===== config.mk =====
export PLATFORM = sky130hd
export DESIGN_NAME = irq_ctrl
export DESIGN_NICKNAME = d
export VERILOG_FILES = /design/src/rtl/irq_ctrl.sv
export SDC_FILE = /design/constraint.sdc
export NUM_CORES = 1
export LEC_CHECK = 0
export ABC_AREA = 1
export BUFFER_PORTS_ARGS = -buffer_cell sky130_fd_sc_hd__buf_2
export CAP_MARGIN = 20
export CORE_ASPECT_RATIO = 0.7
export CORE_MARGIN = 1.5
export CORE_UTILIZATION = 50
export CTS_CLUSTER_SIZE = 28
export DETAILED_ROUTE_END_ITERATION = 12
export PLACE_DENSITY_LB_ADDON = 0.2
export SETUP_SLACK_MARGIN = 0.15
export SLEW_MARGIN = 20
export SYNTH_ARGS = -nofsm -noshare
export SYNTH_HDL_FRONTEND = slang
export SYNTH_SLANG_ARGS = --single-unit

===== constraint.sdc =====
create_clock -name clk -period 1.4 [get_ports clk]
set_input_delay 0.14 -clock clk [delete_from_list [all_inputs] [get_ports clk]]
set_output_delay 0.14 -clock clk [all_outputs]
set_load 0.005 [all_outputs]

===== src/rtl/irq_ctrl.sv =====
// Interrupt controller: a compare/count timer and two synchronized edge-triggered
// lines feed three prioritised exception requests to cp0.

module irq_sync_edge (
  input  logic clk,
  input  logic reset,
  input  logic din,
  output logic rise
);
  localparam int STAGES = 2;

  logic sync1, sync2, prev;
  logic [STAGES:0] vld_pipe;

  always_ff @(posedge clk) begin
    if (!reset) begin
      sync1    <= 1'b0;
      sync2    <= 1'b0;
      prev     <= 1'b0;
      vld_pipe <= '0;
    end else begin
      sync1    <= din;
      sync2    <= sync1;
      prev     <= sync2;
      vld_pipe <= {vld_pipe[STAGES-1:0], 1'b1};
    end
  end

  // Suppress edges until the synchronizer has refilled after reset, so a line
  // held high through reset release is not mistaken for a new event.
  assign rise = sync2 & ~prev & vld_pipe[STAGES];
endmodule

module irq_ctrl (
  input  logic        clk,
  input  logic        reset,
  input  logic [1:0]  irq_in,
  input  logic        we,
  input  logic [1:0]  addr,
  input  logic [31:0] wdata,
  input  logic        hasexp,
  input  logic        expblock,
  output logic        expsrc0,
  output logic        expsrc1,
  output logic        expsrc2,
  output logic [2:0]  pending,
  output logic [31:0] rdata
);
  localparam int NUM_IRQ = 2;

  logic [31:0]        count, compare;
  logic               en, auto_rl;
  logic [NUM_IRQ-1:0] irq_rise;
  logic               tmatch, cfg_wr;
  logic [2:0]         set_bits, ack_bits, wclr_bits, grant;

  for (genvar i = 0; i < NUM_IRQ; i++) begin : g_sync
    irq_sync_edge u_sync (
      .clk   (clk),
      .reset (reset),
      .din   (irq_in[i]),
      .rise  (irq_rise[i])
    );
  end

  assign cfg_wr = we && (addr == 2'd0 || addr == 2'd1);
  assign tmatch = en && !cfg_wr && (count == compare);

  assign grant[0] = pending[0];
  assign grant[1] = pending[1] & ~pending[0];
  assign grant[2] = pending[2] & ~pending[1] & ~pending[0];

  assign expsrc0 = grant[0] & ~expblock & reset;
  assign expsrc1 = grant[1] & ~expblock & reset;
  assign expsrc2 = grant[2] & ~expblock & reset;

  assign set_bits  = {irq_rise, tmatch};
  assign ack_bits  = hasexp ? {expsrc2, expsrc1, expsrc0} : 3'b000;
  assign wclr_bits = (we && addr == 2'd3) ? wdata[2:0] : 3'b000;

  always_ff @(posedge clk) begin
    if (!reset) begin
      count   <= '0;
      compare <= '1;
      en      <= 1'b0;
      auto_rl <= 1'b0;
      pending <= '0;
    end else begin
      if (we && addr == 2'd0) begin
        compare <= wdata;
        count   <= '0;
      end else if (we && addr == 2'd1) begin
        en      <= wdata[0];
        auto_rl <= wdata[1];
        count   <= '0;
      end else if (en) begin
        if (count == compare) begin
          count <= '0;
          if (!auto_rl) en <= 1'b0;
        end else begin
          count <= count + 32'd1;
        end
      end
      // New events win over any clear landing on the same edge.
      pending <= (pending & ~(ack_bits | wclr_bits)) | set_bits;
    end
  end

  always_comb begin
    rdata = '0;
    case (addr)
      2'd0:    rdata = compare;
      2'd1:    rdata = {30'd0, auto_rl, en};
      2'd2:    rdata = count;
      default: rdata = {29'd0, pending};
    endcase
  end
endmodule


After elaboration in Yosys (flattened, before gate mapping)
Cells that the tools add are included.
{"block": "totals", "regBits": 81, "inputBits": 41}
{"block": "classes", "add_sub_neg": 1, "n_eq_ne": 4, "mux": 10, "bitwise_logic": 24, "n_reduce_logical": 11}
{"cell": "$pmux 32 s3", "n": 1}
{"cell": "$add 32x1->32 const B", "n": 1}
{"cell": "$eq 32x32->1", "n": 1}
{"cell": "$mux 32", "n": 1}
{"cell": "$and 1x1->1", "n": 13}
{"cell": "$not 1->1", "n": 7}
{"cell": "$logic_and 1x1->1", "n": 6}
{"cell": "$mux 1", "n": 6}
{"cell": "$mux 3", "n": 2}
{"cell": "$or 3x3->3", "n": 2}
{"cell": "$eq 2x2->1 const B", "n": 2}
{"cell": "$and 3x3->3", "n": 1}
{"cell": "$not 3->3", "n": 1}
{"cell": "$reduce_or 3->1", "n": 1}
{"cell": "$eq 2x1->1 const B", "n": 1}
{"cell": "$logic_not 2->1", "n": 1}
{"cell": "$reduce_and 2->1", "n": 1}
{"cell": "$logic_not 1->1", "n": 1}
{"cell": "$logic_or 1x1->1", "n": 1}

Depth between registers and ports, before layout
{"block": "depth", "word_depth": 10, "depth_mapped": 11, "ltp_nobuf": 11}

Modules after synthesis
From an unflattened synthesis, not the netlist that was laid out.
{"block": "hier_totals", "cells_unflattened": 635, "area_unflattened_um2": 4180.3}
{"module": "irq_ctrl", "instances": 1, "cells_per_inst": 599, "area_per_inst_um2": 3849.9}
{"module": "irq_sync_edge", "instances": 2, "cells_per_inst": 18, "area_per_inst_um2": 165.2}

Worst setup path before layout
Ideal clock, no wire load.
{"block": "synth_timing", "kind": "reg2reg", "start": "reg count[1]", "end": "reg count[18]", "setup_time_ns": 0.115, "arrival_ns": 1.385, "slack_ns": -0.100, "stages_incl_launch_ff": 11, "n_path_buf": 0, "synth_period_minus_slack_ns": 1.500, "cell_sequence": "dfxtp_1 > ha_1 > nand2_1 > inv_2 > nand2_4 > nor2_4 > nand2_4 > nor3_4 > nand2_2 > xor2_1 > nor2_2"}
{"block": "synth_via", "elab_chain_len": 2, "word_cells_on_any_way": 3, "classes_between": "1 x add/sub; 1 x eq/ne; 1 x mux"}
{"element": "from (decl)", "line": "51", "rtl": "logic [31:0] count, compare;"}
{"element": "from (signal assigned)", "line": "101", "rtl": "count <= count + 32'd1;"}
{"element": "$add 32x1->32 or $eq 32x32->1 (tied branches)", "line": "101, 97"}
{"element": "$mux 32 (*)", "line": "97", "rtl": "if (count == compare) begin"}
Every way passes the cells marked *; elsewhere a longest branch is shown, timed or not.
A chain may end at the register's enable or synchronous reset.

Final worst setup path
{"block": "layout_timing", "start": "reg count[6]", "end": "reg count[30]"}
The elaborated chain is that of the path after synthesis.

==> metrics.md <==
| Metric | Value |
|---|---|
| Chip height | 79.6 um |
| CP Data Arrival Time | 2.15 ns |
| CTS tree | built |
| Critical path's slowest cell | dfxtp_4 |
| Sequential share of the synthesized area | 37.3% |
| Rows | 27 |
| Overall routing resource usage | 32.6% |
| Post-Syn Nets | 657 |
| GRT Residual Overflow | 0 |
| Dominant cell type by area after synthesis | dfxtp_1 |
| Utilization after layout | 84.9% |
| Failing checks | design-rule violations, negative hold slack, negative setup slack |
| TNS Setup | -9.57 ns |
| Number of I/O pins | 79 |
| H-tree Lvls | 3 |
| Core footprint | 8010 um2 |
| DR WL/cell | 20.0 um |
| Final Cycle Share | 133% |
| Worst Setup Start Kind | flop |
| Die area | 8950 um2 |
| Nets | 861 |
| Vias in the first global route | 4730 |
| Crit-path max cell delay | 0.35 ns |
| Worst EP required | 1.69 ns |
| DR pass1 iterations | 12 |
| Fill cell count | 392 |
| Ratio of cells with drive above 1 in the final layout | 52.7% |
| Reg clk slew, reported paths | 0.06 ns |
| Cts bufs inserted | 9 |
| Ys Warns | 0 |
| CP delay by family, top | simple AND/OR/NAND/NOR gates |
| RePlAce Congestion | 0.915 |
| Max Fclk | 0.538 GHz |
| Yosys cell types | 36 |
| Largest net degree at the start of global routing | 45 |
| # Max-Cap Violations | 0 |
| Crit Path Max Fanout | 3 |
| Number of flops mapped to enable cells by yosys | 0 |
| Share of synthesized flip-flops with an asynchronous set or reset | 0% |
| Clock buffer depth | 2 |
| Routed Wire Length | 18.5 mm |
| Hold WC Path Type | input port to flop |
| DR vias/cell | 5.88 |
| Number of cells produced by synthesis | 615 |
| RSZ-0062 raised after global routing | yes |
| Post-route setup slack | -0.460 ns |
| DRC Markers | 2 |
| Cell Area, Synth | 4190 um2 |
| Ant diodes | 0 |
| Die X | 112 um |
| Worst hold slack | -0.00246 ns |
| Post-route ant nets | 0 |
| Post-detail-place hpwl | 9.51 mm |
| Worst setup EP type | flop |
| Status | finished with violations |
| Initial core utilization | 52.4% |
| Initial drt markers | 764 |
| Clk Latency, worst-skew pair | 0.36 ns |
| Primary FF master, synth | dfxtp_1 |
| Most common cell in the netlist | nand2_1 |
| Clock root buffer master | clkbuf_16 |
| CP most frequent cell | nand2_1 |
| Synth area leaders | dfxtp_1, nand2_1, inv_1, nor2_1, nand3_1 |
| # setup viols final | 36 |
| Share of the synthesized area in the top cell type | 37.3% |
| Slew margin rel. | 64.0% |
| Leak | 3.17 nW |
| Via count | 5440 |
| Final Skew | 0.00934 ns |
| Synth Area per Inst | 6.82 um2 |
| First-pass GRT wire length | 22.7 mm |
| Pre-CTS setup slack | -0.245 ns |
| Final slew viol count | 0 |
| Max VDD drop | 0.804 mV |
| Worst Path Buf+Inv | 1 |
| Initial antenna violation count | 0 |
| Hold Violations, Final | 4 |
| Critical path class | flop to flop |
| Synth Register Bits | 78 |
| Post-synth top cells | nand2_1, dfxtp_1, inv_1 |
| Crit path time final | 1.86 ns |
| Worst slew pin tran | 0.540 ns |
| Power density over the cells | 818 nW/um2 |
| Area grow syn2layout | 62.1% |
| Buffers on Ports | 78 |
| Worst path cell trace | buf_4 -> nand2_1 -> nor2_1 -> nand2_1 -> nor3_2 -> nand4_1 -> o21ai_0 -> nand2_1 -> nor2_2 |
| Clock sinks | 78 |
[where the power goes]
part	internal [W]	switching, W
clock network	0.00143	0.00102
logic	0.000374	0.000415
registers	0.00226	0.0000557
[worst reg2reg max path, cell delays in order (launching register included)]
cell	delay (ns)
dfxtp_4	0.35
buf_4	0.14
nand2_1	0.07
nor2_1	0.20
nand2_1	0.14
nor3_2	0.16
nand4_1	0.19
o21ai_0	0.29
nand2_1	0.14
nor2_2	0.12
[routing by layer]
layer	up-vias	share of wire [%]	track usage (%)	routed length, um
met1	2475	36	39.5	6620
li1	2360	-	-	-
met3	139	12	7.67	2280
met4	0	6.4	14.8	1190
met5	-	0	0	0
met2	466	45	55.5	8420
[cell families (layout without fill, tap and decap cells)]
group / Yosys count / in the layout / share of synthesized area (%)
AO/OA/AOI/OAI: 74 / 74 / 10.7
XOR/XNOR: 35 / 35 / 7.31
adder cells (fa/ha/maj): 1 / 1 / 0.298
buffers and inverters: 109 / 318 / 10.9
flip-flops: 78 / 78 / 37.3
AND/OR/NAND/NOR: 318 / 318 / 33.5
[worst paths after layout]
| check | startpoint | endpoint | slack [ns] | cells after the start |
|---|---|---|---|---|
| setup / recovery | count[6]$_SDFFE_PP0P_ | count[30]$_SDFFE_PP0P_ | -0.46 | 9 |
| hold / removal | wdata[7] | compare[7]$_SDFFE_PN1P_ | -0.002 | 3 |
| setup reg to reg | count[6]$_SDFFE_PP0P_ | count[30]$_SDFFE_PP0P_ | -0.46 | 9 |
| hold reg to reg | g_sync[0].u_sync.sync1$_SDFF_PN0_ | g_sync[0].u_sync.sync2$_SDFF_PN0_ | 0.42 | 2 |
[cell usage in the layout, fill, tap and decap left out, types with 13 or more instances in the layout]
| cell | synthesis | layout |
|---|---|---|
| nand2_2 | 4 | 14 |
| dfxtp_2 | 0 | 39 |
| o211ai_1 | 19 | 19 |
| xor2_1 | 17 | 13 |
| inv_1 | 78 | 43 |
| nor2_1 | 56 | 30 |
| dfxtp_4 | 0 | 17 |
| nor2_2 | 8 | 24 |
| nand3_1 | 33 | 26 |
| inv_2 | 6 | 36 |
| dfxtp_1 | 78 | 22 |
| buf_6 | 4 | 47 |
| buf_2 | 11 | 78 |
| buf_4 | 0 | 81 |
| nand2_1 | 186 | 174 |
[timing repair]
action                                  in CTS  in global routing
hold buffers                                 4                  0
buffers inserted                            16                 14
pin swaps                                   32                 45
gates resized for setup                    128                134
cloned                                       2                  2
endpoints found under the hold margin        4                  0
endpoints found under the setup margin      64                 69
[per-stage QoR]
step,cell area (um2),std cells,hold slack (ns),total power (W)
after CTS,6210,909,0.000159,0.00539
after global placement,5420,871,0.320,0.00291
final,6800,925,-0.00246,0.00556
after global routing,6800,925,0.00421,0.00568
after floorplan,4260,615,0.168,0.00266
after detailed placement,5420,871,0.330,0.00293
[state kept, by name, summed over array words and instances (netlist names)]
register	cells
compare	32
auto_rl	1
pending	3
g_sync.u_sync.prev	2
g_sync.u_sync.sync1	2
en	1
count	32
g_sync.u_sync.sync2	2
g_sync.u_sync.vld_pipe	3
[layout make-up]
class                      count  area [um2]  area share, %
clock inverter                 5        57.6          0.847
inverter                      85         334           4.92
multi-input combinational    428        2640           38.9
timing repair buffer         217        1720           25.3
tap                          101         126           1.86
sequential                    78        1670           24.6
clock buffer                  11         243           3.57
(Power assumes the default switching activity.)
